--- src/rtl/irq_ctl_pkg.sv ---
// Shared types and helpers for the interrupt request controller.
package irq_ctl_pkg;

  // Request FSM states; encodings kept from the original 2-bit state codes.
  typedef enum logic [1:0] {
    IRQS_IDLE    = 2'd0,
    IRQS_REQ     = 2'd1,
    IRQS_SERVICE = 2'd2
  } irq_state_e;

  // Width of an interrupt index: max(1, clog2(n)).
  function automatic int unsigned id_width(input int unsigned n);
    return (n <= 1) ? 1 : $clog2(n);
  endfunction

endpackage

--- src/rtl/irq_ctl_if.sv ---
// Interrupt controller signal bundle: peripheral lines, CPU status/ack, mask port, request.
interface irq_ctl_if #(
  parameter int unsigned N_IRQ = 8
);
  localparam int unsigned ID_W = irq_ctl_pkg::id_width(N_IRQ);

  logic [N_IRQ-1:0] irq_src;
  logic             pc_super;
  logic             irq_ack;
  logic             mask_we;
  logic [N_IRQ-1:0] mask_wdata;
  logic [N_IRQ-1:0] mask;
  logic [N_IRQ-1:0] pending;
  logic             irq;
  logic [ID_W-1:0]  irq_id;

  // Driver side: peripherals, datapath and mask writer.
  modport master (
    output irq_src, pc_super, irq_ack, mask_we, mask_wdata,
    input  mask, pending, irq, irq_id
  );

  // Controller side.
  modport slave (
    input  irq_src, pc_super, irq_ack, mask_we, mask_wdata,
    output mask, pending, irq, irq_id
  );
endinterface

--- src/rtl/irq_prio_enc.sv ---
// Fixed-priority encoder: reports whether any request is set and the lowest set index.
module irq_prio_enc #(
  parameter int unsigned N_IRQ = 8,
  parameter int unsigned ID_W  = 3
) (
  input  logic [N_IRQ-1:0] req,
  output logic             any,
  output logic [ID_W-1:0]  idx
);

  // Scan upward and keep only the first hit so index 0 has the highest priority.
  always_comb begin
    any = 1'b0;
    idx = '0;
    for (int unsigned i = 0; i < N_IRQ; i++) begin
      if (req[i] && !any) begin
        any = 1'b1;
        idx = ID_W'(i);
      end
    end
  end

endmodule

--- src/rtl/irq_ctl.sv ---
// Interrupt request generator: edge-detects lines, holds them pending under a mask,
// and presents one request at a time to the instruction control decoder.
module irq_ctl
  import irq_ctl_pkg::*;
#(
  parameter int unsigned      N_IRQ    = 8,
  parameter logic [N_IRQ-1:0] MASK_RST = '0
) (
  input  logic      clk,
  input  logic      reset_n,
  irq_ctl_if.slave  bus
);

  localparam int unsigned ID_W = id_width(N_IRQ);

  logic [N_IRQ-1:0] src_q;
  logic [N_IRQ-1:0] mask_q;
  logic [N_IRQ-1:0] pend_q;
  irq_state_e       state_q;
  logic             irq_q;
  logic [ID_W-1:0]  id_q;

  logic [N_IRQ-1:0] evt;
  logic [N_IRQ-1:0] sel;
  logic [N_IRQ-1:0] clr;
  logic [N_IRQ-1:0] cand;
  logic             ack_in_req;
  logic             cur_en;
  logic             cand_any;
  logic [ID_W-1:0]  cand_idx;

  // Rising-edge events, one-hot of the latched id, and the clear applied on a taken request.
  always_comb begin
    evt        = bus.irq_src & ~src_q;
    ack_in_req = (state_q == IRQS_REQ) && bus.irq_ack;
    sel        = '0;
    for (int unsigned i = 0; i < N_IRQ; i++) begin
      sel[i] = (id_q == ID_W'(i));
    end
    clr    = ack_in_req ? sel : '0;
    cand   = pend_q & mask_q;
    cur_en = |(cand & sel);
  end

  irq_prio_enc #(
    .N_IRQ (N_IRQ),
    .ID_W  (ID_W)
  ) u_enc (
    .req (cand),
    .any (cand_any),
    .idx (cand_idx)
  );

  // Input history, enable mask and pending latch; a same-cycle event beats the ack clear.
  always_ff @(posedge clk or negedge reset_n) begin
    if (!reset_n) begin
      src_q  <= '0;
      mask_q <= MASK_RST;
      pend_q <= '0;
    end else begin
      src_q  <= bus.irq_src;
      pend_q <= (pend_q & ~clr) | evt;
      if (bus.mask_we) begin
        mask_q <= bus.mask_wdata;
      end
    end
  end

  // Request FSM with registered irq/irq_id; the id is frozen for the whole request.
  always_ff @(posedge clk or negedge reset_n) begin
    if (!reset_n) begin
      state_q <= IRQS_IDLE;
      irq_q   <= 1'b0;
      id_q    <= '0;
    end else begin
      case (state_q)
        IRQS_IDLE: begin
          if (cand_any && !bus.pc_super) begin
            state_q <= IRQS_REQ;
            irq_q   <= 1'b1;
            id_q    <= cand_idx;
          end
        end
        IRQS_REQ: begin
          if (bus.irq_ack) begin
            state_q <= IRQS_SERVICE;
            irq_q   <= 1'b0;
          end else if (bus.pc_super || !cur_en) begin
            state_q <= IRQS_IDLE;
            irq_q   <= 1'b0;
          end
        end
        IRQS_SERVICE: begin
          if (!bus.pc_super) begin
            state_q <= IRQS_IDLE;
          end
        end
        default: begin
          state_q <= IRQS_IDLE;
          irq_q   <= 1'b0;
        end
      endcase
    end
  end

  assign bus.mask    = mask_q;
  assign bus.pending = pend_q;
  assign bus.irq     = irq_q;
  assign bus.irq_id  = id_q;

endmodule

--- src/flat_wrapper.sv ---
// flat-port wrapper written by rule: the top's interface ports become plain ports
module irq_ctl_flat import irq_ctl_pkg::*;
#(
  parameter int unsigned      N_IRQ    = 8,
  parameter logic [N_IRQ-1:0] MASK_RST = '0
)
  (clk, reset_n, bus_irq_src, bus_pc_super, bus_irq_ack, bus_mask_we, bus_mask_wdata, bus_mask, bus_pending, bus_irq, bus_irq_id);
  irq_ctl_if #(.N_IRQ(N_IRQ)) bus_i ();
  input  logic clk;
  input  logic reset_n;
  input wire logic [$bits(bus_i.irq_src)-1:0] bus_irq_src;
  input wire logic [$bits(bus_i.pc_super)-1:0] bus_pc_super;
  input wire logic [$bits(bus_i.irq_ack)-1:0] bus_irq_ack;
  input wire logic [$bits(bus_i.mask_we)-1:0] bus_mask_we;
  input wire logic [$bits(bus_i.mask_wdata)-1:0] bus_mask_wdata;
  output wire logic [$bits(bus_i.mask)-1:0] bus_mask;
  output wire logic [$bits(bus_i.pending)-1:0] bus_pending;
  output wire logic [$bits(bus_i.irq)-1:0] bus_irq;
  output wire logic [$bits(bus_i.irq_id)-1:0] bus_irq_id;
  assign bus_i.irq_src = bus_irq_src;
  assign bus_i.pc_super = bus_pc_super;
  assign bus_i.irq_ack = bus_irq_ack;
  assign bus_i.mask_we = bus_mask_we;
  assign bus_i.mask_wdata = bus_mask_wdata;
  assign bus_mask = bus_i.mask;
  assign bus_pending = bus_i.pending;
  assign bus_irq = bus_i.irq;
  assign bus_irq_id = bus_i.irq_id;
  irq_ctl #(.N_IRQ(N_IRQ), .MASK_RST(MASK_RST)) u_core (.clk(clk), .reset_n(reset_n), .bus(bus_i));
endmodule
--- config.mk ---
export PLATFORM = sky130hd
export DESIGN_NAME = irq_ctl_flat
export DESIGN_NICKNAME = d
export VERILOG_FILES = /design/src/rtl/irq_ctl_pkg.sv /design/src/rtl/irq_ctl_if.sv /design/src/rtl/irq_prio_enc.sv /design/src/rtl/irq_ctl.sv /design/src/flat_wrapper.sv
export SDC_FILE = /design/constraint.sdc
export NUM_CORES = 1
export LEC_CHECK = 0
export ABC_AREA = 1
export BUFFER_PORTS_ARGS = -buffer_cell sky130_fd_sc_hd__buf_2
export CORE_MARGIN = 3
export CORE_UTILIZATION = 56
export CTS_BUF_LIST = sky130_fd_sc_hd__clkbuf_2
export DETAILED_ROUTE_END_ITERATION = 10
export PLACE_DENSITY = 0.84
export SLEW_MARGIN = 5
export SYNTH_ARGS = -nofsm -noshare
export SYNTH_HDL_FRONTEND = slang
export SYNTH_SLANG_ARGS = --single-unit
--- constraint.sdc ---
create_clock -name clk -period 2.2 [get_ports clk]
set_input_delay 0.11 -clock clk [delete_from_list [all_inputs] [get_ports clk]]
set_output_delay 0.11 -clock clk [all_outputs]
set_load 0.05 [all_outputs]
* Word-level counts from Yosys, hierarchy flattened
Cells that the tools add are included.
** Word-level totals
- Bits in registers :: 30
- Word-level logic and storage cells :: 76
** Cells by class
- Equality and inequality tests :: 12
- Muxes and demuxes :: 25
- Bitwise logic cells :: 8
- Reductions and logical operators :: 25
** Operators with widths (number)
- bitwise AND 8 bit :: 4
- two-way mux 3 bit :: 6
- NOT 8 bit :: 2
- equality test 3 bit, second input constant :: 4
- two-way mux 1 bit :: 12
- logical AND 1 bit :: 9
- zero test 1 bit :: 9
- two-way mux 2 bit :: 4
- two-way mux 8 bit :: 1
- OR 8 bit :: 1
- OR reduction 8 bit :: 1
- equality test 3 x 2 -> 1 bit, second input constant :: 2
- case mux 2 bit (3 select lines) :: 1
- AND reduction 3 bit :: 2
- equality test 3 x 1 -> 1 bit, second input constant :: 1
- zero test 3 bit :: 1
- inequality test 3 bit, second input constant :: 1
- case mux 1 bit (3 select lines) :: 1
- equality test 2 x 1 -> 1 bit, second input constant :: 1
- equality test 2 bit, second input constant :: 1
- zero test 2 bit :: 1
- inequality test 2 x 1 -> 1 bit, second input constant :: 1
- inequality test 2 bit, second input constant :: 1
- AND reduction 2 bit :: 1
- other kinds (2) :: 2

* Depth between registers and ports, before layout
Gate-level depths: netlist of the first run.
- Depth in word-level cells :: 26
- Depth in mapped cells :: 11
- Depth with buffers taken out :: 10

* By module
From an unflattened synthesis of the first run, not the netlist that was laid out.
** Second synthesis, totals
- Cells, all modules :: 151
- Area, all modules :: 1350.0 um^2
** Modules (own cells, without submodules)
- irq_ctl :: instances 1, cells each 129, area an instance 1241.2 um^2
- irq_prio_enc :: instances 1, cells each 22, area an instance 108.9 um^2

* Least setup slack after synthesis of the first run
Ideal clock, no wire load.
- Kind :: register -> register
- Start :: register u_core.id_q[2], in the netlist u_core.bus.irq_id[2]
- End :: register u_core.irq_q, in the netlist u_core.bus.irq
- Setup time :: 0.119 ns
- Arrival :: 1.390 ns
- Slack :: 0.691 ns
- Stages on the path, launching flop included :: 11
- Path buffers :: 1
- Period minus slack after synthesis :: 1.509 ns
- Cell sequence :: dfrtp_1 > buf_6 > inv_6 > nand3_1 > nand2_1 > nor2_1 > nand2_1 > a21oi_1 > nand2_1 > nand2_1 > nand2_1
** On the way
- Word-level cells in the longest chain between the ends :: 7
** RTL lines
- start, declared :: RTL line irq_ctl.sv:21 : logic [ID_W-1:0] id_q;
- start signal, assigned :: RTL line irq_ctl.sv:81 : id_q <= cand_idx;
- equality test 3 x 1 -> 1 bit (tied with other cells) :: RTL line irq_ctl.sv:38 : sel[i] = (id_q == ID_W'(i));
- bitwise AND 8 bit * :: RTL line irq_ctl.sv:42 : cur_en = |(cand & sel);
- OR reduction 8 bit * :: RTL line irq_ctl.sv:42
- zero test 1 bit * :: RTL line irq_ctl.sv:88 : end else if (bus.pc_super || !cur_en) begin
- logical OR 1 bit * :: RTL line irq_ctl.sv:88
- inequality test 3 bit (no line) *
- AND reduction 3 bit (no line) *
- end signal, assigned :: RTL line irq_ctl.sv:87 : irq_q <= 1'b0;
- end signal, assigned :: RTL line irq_ctl.sv:90 : irq_q <= 1'b0;
- end signal, assigned :: RTL line irq_ctl.sv:100 : irq_q <= 1'b0;
- end, declared :: RTL line irq_ctl.sv:20 : logic irq_q;
Mark *: on every way between the ends. The rest lies on a longest branch, timed or not.
A chain may end at the register's enable or synchronous reset.

* Worst setup path after layout of the first run
- Start :: register u_core.id_q[2], in the netlist u_core.bus.irq_id[2]
- End :: output port bus_irq_id[2]
** RTL lines
- end, declared :: RTL line flat_wrapper.sv:19 : output wire logic [$bits(bus_i.irq_id)-1:0] bus_irq_id;
No word-level cell between the ends.

==> impl_metrics.ini, run 1 <==
[critical_path]
r2r_start = u_core.bus.irq_id[2]$_DFFE_PN0P_
worstSetupPathType = flip-flop to output pin
path_cells = buf_2
critPathTopFamily = flip-flops
path_buf_inv = 1
slowest_delay_ps = 650
cp_slowest_cell = dfrtp_1
r2r_end = u_core.bus.irq$_DFFE_PN0P_
crit_path_start_kind = flip-flop
end_kind = output pin
required_ps = 2090
ff2ff_setup_slack_ps = 730
worstRegToRegCells = 9
crit_fanout = 10
crit_arrival_ps = 1390

[timing]
min_period_ps = 1500
fin_ws_ps = 703
relSlewSlack_pct = 56.3
slew_viol_final = 0
whs_ps = 148
rsz0062_at_grt = false
fmax_mhz = 668
setup_viol = 0
period_share_pct = 68.0
hold_viol_final = 0
worst_pin_slew_ps = 655
clock-skew-final_ps = 19.7
tns_ps = 0

[power_and_ir_drop]
p_switching_uw = 820
leakagePower_nw = 0.935
p_per_area_mw_per_mm2 = 1010
p_int_mw = 1.03
swShare_pct = 44.4
seq_power_share_pct = 39.2
combPwrFrac_pct = 40.1
p_total_mw = 1.85
clockPowerShare_pct = 20.7
irDropWorstVdd_uv = 785

[clock_tree]
post_cts_buffers = 0
cts_root_buf = clkbuf_2
hold_buffers = 19
cts_tree = built
clk_pin_slew_ps = 170
clk_path_buf_depth = 2
cts_inserted_buffers = 5
cts-resized-gates = 0
htreeDepth = 2
clock_latency_ps = 380
cts.sinks = 30

[synthesis]
synth_top_family_by_area = simple AND/OR/NAND/NOR gates
synth_cells = 150
synth_top_cell_by_area = dfrtp_1
synth-seq-cells = 30
synth_cell_types = 20
synth_xor_area_share_pct = 0
seq_area_frac_synth_pct = 55.2
synth_fa_ha_area_share_pct = 0
syn-num-nets = 171
ys_warn_count = 0
synth-simple-area-share_pct = 21.5
netlist_area_sq_mm = 0.00136
synth.avg_cell_area_sq_um = 9.06
synth_compound_gate_area_share_pct = 9.30
synthMuxAreaShare_pct = 6.63
synth_area_leaders = dfrtp_1 (55%), nand2_1 (9.7%), mux2_2 (6.6%)
synth.top_cell.area_share_pct = 55.2

[global_route]
grt_pass1_vias = 1360
grtUsageMet3_pct = 8.64
antenna_found_initial = 0
grtUsageTotal_pct = 26.5
grt_pass1_wl_um = 6130
grt-ovfl-total = 0
grtUsageMet1_pct = 28.4
grt_max_degree = 31
grt.busiest_layer = met2
grt_use_met2_pct = 45.1

[place]
io_buffers = 40
placed_cell_area_sq_mm = 0.00158
hpwl_um = 2370
gp_congestion = 0.965
dp_slack_ps = 794
dp_cells = 216

[finish]
layout.cells.non_filler = 243
area.growth.synth_to_final_pct = 35.0
final_nets = 235
post-route-util_pct = 81.4
drive_gt1_share_pct = 30.2
design_area_sq_mm = 0.00183
diodes = 0

[drt]
dr.pass1.iters = 4
routedWlPerCell_um = 15.1
ant_nets = 0
routed_wl_um = 3660
drtIter0Drc = 47
viasPerCell = 5.32
vias = 1293
drc = 0

[hold_path]
min_from = bus_mask_we
hold_end = u_core.bus.mask[6]$_DFFE_PN0P_
min_path_cells = 2
min_path_type = input pin to flip-flop

[floorplan]
die_x_um = 55.3
core_sq_mm = 0.00225
die_area_sq_mm = 0.00305
rows = 17
start_util_pct = 60.3
io_pins = 41
fp.dieH_um = 55.3

[run]
maxCapViolations = 0

[outcome]
outcome = finished clean
-- cells in the final DEF (no fill, tap or decap) --
master,netlist,routed
a21oi_1,1,1
clkbuf_2,0,5
o21ai_0,16,16
o21bai_2,1,1
nor2_2,2,2
nor3_1,1,1
buf_2,0,40
inv_6,1,1
nand2_1,35,35
bufinv_16,0,1
inv_1,20,20
dfrtp_1,30,30
nand3_1,12,12
mux2_2,8,8
o31ai_1,2,2
nand3b_1,1,1
nor2_1,9,9
o21ai_1,3,3
nand2_2,4,4
dlygate4sd3_1,0,19
clkinv_2,0,2
nor2_4,1,1
nand4_1,1,1
-- synthesized netlist by cell type --
cell type / count
o21ai_0: 16
o21bai_2: 1
dfrtp_1: 30
a21oi_1: 1
o31ai_1: 2
nand2_2: 4
nand4_1: 1
mux2_2: 8
nand3b_1: 1
inv_1: 20
nor2_4: 1
nor3_1: 1
nand3_1: 12
nor2_2: 2
inv_6: 1
nand2_1: 35
o21ai_1: 3
nor2_1: 9
buf_6: 1
clkbuf_1: 1
-- worst max path at each step --
stage	slack (ps)	end	startpoint	depth (start not counted)
6_report	700	bus_irq_id[2]	u_core.bus.irq_id[2]$_DFFE_PN0P_	1
4_1_cts	710	bus_irq_id[2]	u_core.bus.irq_id[2]$_DFFE_PN0P_	1
5_1_grt	570	u_core.bus.irq$_DFFE_PN0P_	u_core.bus.irq_id[1]$_DFFE_PN0P_	10
2_1_floorplan	690	u_core.bus.irq$_DFFE_PN0P_	u_core.bus.irq_id[2]$_DFFE_PN0P_	10
3_5_place_dp	790	u_core.bus.irq$_DFFE_PN0P_	u_core.bus.irq_id[2]$_DFFE_PN0P_	9
3_3_place_gp	790	u_core.bus.irq$_DFFE_PN0P_	u_core.bus.irq_id[2]$_DFFE_PN0P_	9
-- flip-flops by register name (all words and copies together) (netlist names) --
register	flops
u_core.bus.mask	8
u_core.bus.pending	8
u_core.src_q	8
u_core.bus.irq_id	3
u_core.state_q	2
u_core.bus.irq	1
-- power groups by stage --
| stage | logic (mW) | registers (mW) | clock network [mW] |
|---|---|---|---|
| after global placement | 0.690 | 0.726 | 0 |
| after CTS | 0.733 | 0.719 | 0.393 |
| after floorplan | 0.299 | 0.948 | 0 |
| after global routing | 0.800 | 0.739 | 0.418 |
| final | 0.740 | 0.723 | 0.383 |
| after detailed placement | 0.703 | 0.730 | 0 |
-- routing by layer --
layer / vias up / part of all wire, % / wire [um]
met5: - / 0 / 0
met4: 0 / 4.6 / 170
met3: 18 / 7.1 / 261
met2: 56 / 52 / 1900
met1: 606 / 36 / 1330
li1: 613 / - / -
-- cell type report --
cell class / instances / area, sq um
clock buffers: 5 / 25.0
clock inverters: 3 / 40.0
fillers: 146 / 420
inverters: 21 / 83.8
multi-input cells: 97 / 509
flip-flops and latches: 30 / 751
well taps: 28 / 35.0
repair buffers: 59 / 390
-- cells by family (layout without fill, tap and decap cells) --
kind of cell | Yosys count | in the layout
compound gates | 23 | 23
buf+inv | 23 | 88
flops | 30 | 30
mux | 8 | 8
simple gates | 66 | 66
No activity file was read; power rests on OpenSTA's default activity.
==> run 2, diff against run 1 <==
--- a/config.mk
+++ b/config.mk
@@ -5,13 +5,13 @@
 export SDC_FILE = /design/constraint.sdc
 export NUM_CORES = 1
 export LEC_CHECK = 0
-export ABC_AREA = 1
+export ABC_AREA = 0
 export BUFFER_PORTS_ARGS = -buffer_cell sky130_fd_sc_hd__buf_2
 export CORE_MARGIN = 3
-export CORE_UTILIZATION = 56
+export CORE_UTILIZATION = 51
 export CTS_BUF_LIST = sky130_fd_sc_hd__clkbuf_2
 export DETAILED_ROUTE_END_ITERATION = 10
-export PLACE_DENSITY = 0.84
+export PLACE_DENSITY = 0.78
 export SLEW_MARGIN = 5
 export SYNTH_ARGS = -nofsm -noshare
 export SYNTH_HDL_FRONTEND = slang
==> constraint.sdc (replaced) <==
create_clock -name clk -period 1.4 [get_ports clk]
set_input_delay 0.07 -clock clk [delete_from_list [all_inputs] [get_ports clk]]
set_output_delay 0.07 -clock clk [all_outputs]
set_load 0.05 [all_outputs]
==> run 2 against run 1 <==
Net effect:
- the flow now finishes with violations (setup timing)
- sequential power up 67%
- cell area up 12%
- area after synthesis is 8.4% lower
- count of clock-buffer cells in the layout did not move
- critical path depth increased by 4
- highest routed layer unchanged
==> impl_metrics.ini, run 2 <==
[floorplan]
start_util_pct = 55.2
fp.dieH_um = 55.4
die_area_sq_mm = 0.00307
io_pins = 41
die_x_um = 55.4
rows = 17
core_sq_mm = 0.00225

[place]
gp_congestion = 0.864
hpwl_um = 2430
io_buffers = 40
dp_cells = 201

[critical_path]
crit_fanout = 6
crit_path_start_kind = flip-flop
end_kind = flip-flop
required_ps = 1710
worstSetupPathType = flip-flop to flip-flop
crit_arrival_ps = 1980

[power_and_ir_drop]
p_per_area_mw_per_mm2 = 1900
p_total_mw = 3.90
irDropWorstVdd_uv = 1490
leakagePower_nw = 0.946

[timing]
slew_viol_final = 0
rsz0062_at_grt = true
whs_ps = 97.7
worst_pin_slew_ps = 677
fin_ws_ps = -272
period_share_pct = 119
clock-skew-final_ps = 36.5
relSlewSlack_pct = 54.9
fmax_mhz = 598
setup_viol = 4
hold_viol_final = 0
min_period_ps = 1670

[synthesis]
synth_top_cell_by_area = dfrtp_1
yosysMostFrequentCell = dfrtp_1
synth-seq-cells = 30
synth_common_cells = dfrtp_1 (30), nand2_1 (13), o21ai_1 (13)
synth-edff-count = 0
netlist_area_sq_mm = 0.00124
syn-num-nets = 132
synthArstFlopShare_pct = 100
synth.avg_cell_area_sq_um = 11.2
synth_cell_types = 27
ys_warn_count = 0
synthFlopType = dfrtp_1
seq_area_frac_synth_pct = 60.3
synth.top_cell.area_share_pct = 60.3
synth_cells = 111
synth_area_leaders = dfrtp_1 (60%), mux2_1 (8.1%), o21ai_1 (5.2%)

[outcome]
outcome = finished, violations left
violations = setup timing

[drt]
drtIter0Drc = 70
vias = 1296
drc = 0
ant_nets = 0
routedWlPerCell_um = 19.0
dr.pass1.iters = 4
routed_wl_um = 4370
viasPerCell = 5.63

[global_route]
grt_pass1_wl_um = 6690
grt-ovfl-total = 0
grt_pass1_vias = 1401
antenna_found_initial = 0
grtUsageTotal_pct = 28.4
grt_max_degree = 31

[clock_tree]
cts.sinks = 30
clk_path_buf_depth = 2
cts_tree = built
clock_latency_ps = 380
cts_inserted_buffers = 5
cts_root_buf = clkbuf_2
clk_pin_slew_ps = 200
htreeDepth = 2

[run]
maxCapViolations = 0

[finish]
diodes = 0
layout.cells.non_filler = 230
multi_input_area_sq_um = 534
final_common_cell = buf_2
regArea_sq_um = 772
area.growth.synth_to_final_pct = 65.0
drive_gt1_share_pct = 52.5
final_cell_mix = buf_2 (38), buf_4 (24), dlygate4sd3_1 (19)
fillCellCount = 104
final_nets = 222

[hold_path]
min_path_type = input pin to flip-flop
## run 2: changes by cell type after synthesis, sizes merged, moves of 3 or more
cell	change
nand2	-26
inv	-13
nor2	-12
nand3	-7
a21oi	+4
o22ai	+3
## run 2: cells by family after synthesis
kind of cell,synth area share (%)
AOI/OAI and AO/OA,16.3
muxes,8.14
buffers and inverters,2.71
and+or+nand+nor,12.6
DFF,60.3
## run 2: power by group
part / internal (mW) / total [mW] / leakage [nW] / switching [mW]
logic: 0.765 / 1.89 / 0.576 / 1.12
clock network: 0.476 / 0.806 / 0.0506 / 0.330
registers: 1.04 / 1.21 / 0.319 / 0.162
total: 2.29 / 3.90 / 0.946 / 1.62
## run 2: layer usage
metal	GRT usage (%)	up-vias	routed length (um)
li1	-	576	-
met1	31.2	646	1600
met2	51.4	64	2450
met3	8.64	10	253
met4	9.72	0	72
met5	0	-	0
## run 2: worst paths after layout
| kind | slack, ps | startpoint | cells past startpoint | to |
|---|---|---|---|---|
| max in group asynchronous | 660 | reset_n | 2 | u_core.bus.mask[1]$_DFFE_PN0P_ |
| min | 100 | bus_mask_we | 2 | u_core.bus.mask[7]$_DFFE_PN0P_ |
| max reg2reg | -270 | u_core.bus.irq_id[2]$_DFFE_PN0P_ | 5 | u_core.bus.irq$_DFFE_PN0P_ |
| max | -270 | u_core.bus.irq_id[2]$_DFFE_PN0P_ | 5 | u_core.bus.irq$_DFFE_PN0P_ |
| min reg2reg | 400 | u_core.src_q[4]$_DFF_PN0_ | 1 | u_core.bus.pending[4]$_DFF_PN0_ |
| min in group asynchronous | 220 | reset_n | 2 | u_core.bus.mask[7]$_DFFE_PN0P_ |
## run 2: metrics by stage
step | util [%] | instance area, sq um | setup slack (ps) | TNS (ps)
floorplan | - | 1270 | -226 | -555
global placement | 74.3 | 1680 | -94.4 | -240
detailed placement | 74.3 | 1680 | -125 | -306
CTS | 88.8 | 2000 | -241 | -462
global route | 91.1 | 2050 | -314 | -718
finish | 91.1 | 2050 | -272 | -562
## run 2: area by class of cell
| class | instances | area share (%) |
|---|---|---|
| multi-input cells | 72 | 26.0 |
| flip-flops and latches | 30 | 37.6 |
| clock buffers | 5 | 1.22 |
| inverters | 8 | 1.46 |
| well taps | 28 | 1.71 |
| repair buffers | 84 | 28.9 |
| clock inverters | 3 | 3.11 |
## run 2: repair_timing
item | CTS | global route
hold buffers | 19 | 0
hold endpoints to repair | 55 | 0
setup buffers | 2 | 0
gates cloned | 0 | 0
gates resized for setup | 7 | 18
endpoints found under the setup margin | 4 | 10
pin swaps | 6 | 7
## run 2: critical path, stage by stage (launching register included)
cell       delay [ps]
dfrtp_2           470
or2_4             280
o22ai_2           160
o22ai_2           120
a2111oi_4         380
a211o_1           210
==> run 3, diff against run 2 <==
--- a/config.mk
+++ b/config.mk
@@ -12,6 +12,7 @@
 export CTS_BUF_LIST = sky130_fd_sc_hd__clkbuf_2
 export DETAILED_ROUTE_END_ITERATION = 10
 export PLACE_DENSITY = 0.78
+export SETUP_SLACK_MARGIN = 0.02
 export SLEW_MARGIN = 5
 export SYNTH_ARGS = -nofsm -noshare
 export SYNTH_HDL_FRONTEND = slang
==> run 3 against run 2 <==
Net effect:
- the run still ends with setup timing left
- sequential cell count unchanged
- sequential share of layout area decreased by 0.32 points
- clock power increased by 1%
- utilization increased by 0.78 points
- die area unchanged
- setup slack improved by 38 ps
- count of clock-buffer cells in the layout unchanged
- fmax increased by 2.3%
- sequential power about the same
- clock skew increased by 2.7 ps
- global-route usage increased by 0.21 points
- non-clock buffer count increased by 1
- critical path type unchanged
==> impl_metrics.ini, run 3 (synthesis gave the netlist of run 2 again) <==
[drt]
drtIter0Drc = 103
routedWlPerCell_um = 19.2
dr.pass1.iters = 4
routed_wl_um = 4440
vias = 1287
viasPerCell = 5.57
drc = 0
ant_nets = 0

[timing]
rsz0062_at_grt = true
period_share_pct = 117
min_period_ps = 1630
setup_viol = 5
tns_ps = -508
hold_viol_final = 0
relSlewSlack_pct = 54.5
clock-skew-final_ps = 39.2
fin_ws_ps = -234
slew_viol_final = 0
worst_pin_slew_ps = 683
fmax_mhz = 612

[critical_path]
ff2ff_setup_slack_ps = -230
worstSetupPathType = flip-flop to flip-flop
r2r_end = u_core.state_q[0]$_DFFE_PN0P_
required_ps = 1730
crit_end = u_core.state_q[0]$_DFFE_PN0P_
worstRegToRegCells = 5
crit_arrival_ps = 1960
crit_fanout = 4
worstSetupStartpoint = u_core.bus.irq_id[0]$_DFFE_PN0P_
r2r_start = u_core.bus.irq_id[0]$_DFFE_PN0P_
crit_path_start_kind = flip-flop
end_kind = flip-flop

[floorplan]
die_x_um = 55.4
rows = 17
core_sq_mm = 0.00225
die_area_sq_mm = 0.00307
start_util_pct = 55.2
fp.dieH_um = 55.4
io_pins = 41

[power_and_ir_drop]
irDropWorstVdd_uv = 1640
p_per_area_mw_per_mm2 = 1900
leakagePower_nw = 0.953

[hold_path]
min_path_type = input pin to flip-flop

[clock_tree]
htreeDepth = 2
cts_inserted_buffers = 5
cts_tree = built
clk_pin_slew_ps = 210
clk_path_buf_depth = 2
cts.sinks = 30
clock_latency_ps = 400
cts_root_buf = clkbuf_2

[place]
dp_cells = 201
hpwl_um = 2430
gp_congestion = 0.864
placed_cell_area_sq_mm = 0.00168
dp_slack_ps = -125
io_buffers = 40

[finish]
area.growth.synth_to_final_pct = 66.4
final_nets = 223
final_common_cell = buf_2
layout.cells.non_filler = 231
diodes = 0
drive_gt1_share_pct = 53.2
design_area_sq_mm = 0.00207
final_cell_mix = buf_2 (38), buf_4 (23), dlygate4sd3_1 (19)
fillCellCount = 97

[outcome]
outcome = finished, violations left
violations = setup timing

[global_route]
grt-ovfl-total = 0
grtUsageTotal_pct = 28.6
antenna_found_initial = 0
grt_pass1_vias = 1405
grt_max_degree = 31
grt_pass1_wl_um = 6710

[run]
maxCapViolations = 0
-- run 3: worst min path at each step --
stage / from / endpoint / depth (start not counted)
after floorplan: reset_n / u_core.bus.irq$_DFFE_PN0P_ / 0
after global placement: reset_n / u_core.src_q[2]$_DFF_PN0_ / 1
after detailed placement: reset_n / u_core.src_q[2]$_DFF_PN0_ / 1
after CTS: bus_mask_we / u_core.bus.mask[7]$_DFFE_PN0P_ / 2
after global routing: bus_mask_we / u_core.bus.mask[0]$_DFFE_PN0P_ / 2
final: bus_mask_we / u_core.bus.mask[0]$_DFFE_PN0P_ / 2
-- run 3: through the flow --
step | power, mW | hold slack (ps) | utilization (%)
3_3_place_gp | 2.70 | 119 | 74.3
4_1_cts | 3.70 | 87.4 | 89.1
5_1_grt | 4.10 | 69.2 | 91.9
2_1_floorplan | 2.11 | -226 | -
6_report | 3.95 | 87.4 | 91.9
3_5_place_dp | 2.73 | 134 | 74.3
-- run 3: what timing repair did --
item | in CTS | in global routing
gates cloned | 0 | 0
pin swaps | 7 | 12
endpoints found under the setup margin | 4 | 13
setup buffers | 2 | 1
endpoints found under the hold margin | 55 | 0
resized for setup | 9 | 19
hold buffers | 19 | 0
-- run 3: critical path, cell delays in order (launching register included) --
cell	delay (ps)
dfrtp_2	480
nand2b_1	210
o21ai_1	210
o22ai_2	120
a2111oi_4	350
a21o_1	190
-- run 3: layout make-up --
class                           count  area, sq um  share of cell area, %
Clock buffer                        5         25.0                   1.21
Timing Repair Buffer               85          609                   29.4
Inverter                            8         30.0                   1.45
Sequential cell                    30          772                   37.3
Tap cell                           28         35.0                   1.69
Clock inverter                      3         63.8                   3.08
Multi-Input combinational cell     72          537                   25.9
-- run 3: power breakdown --
part	switching, mW	total (mW)	leakage, nW	internal, mW
Sequential	0.167	1.21	0.319	1.04
Combinational	1.12	1.92	0.584	0.792
Clock	0.342	0.818	0.0506	0.476
-- run 3: routing by layer --
layer  track usage (%)  vias up  part of all wire (%)  wire length (um)
met5                 0        -                     0                 0
met2              51.4       66                    54              2410
li1                  -      573                     -                 -
met1              31.8      634                    38              1690
met3              8.64       14                   5.7               253
met4              9.72        0                   2.1                94
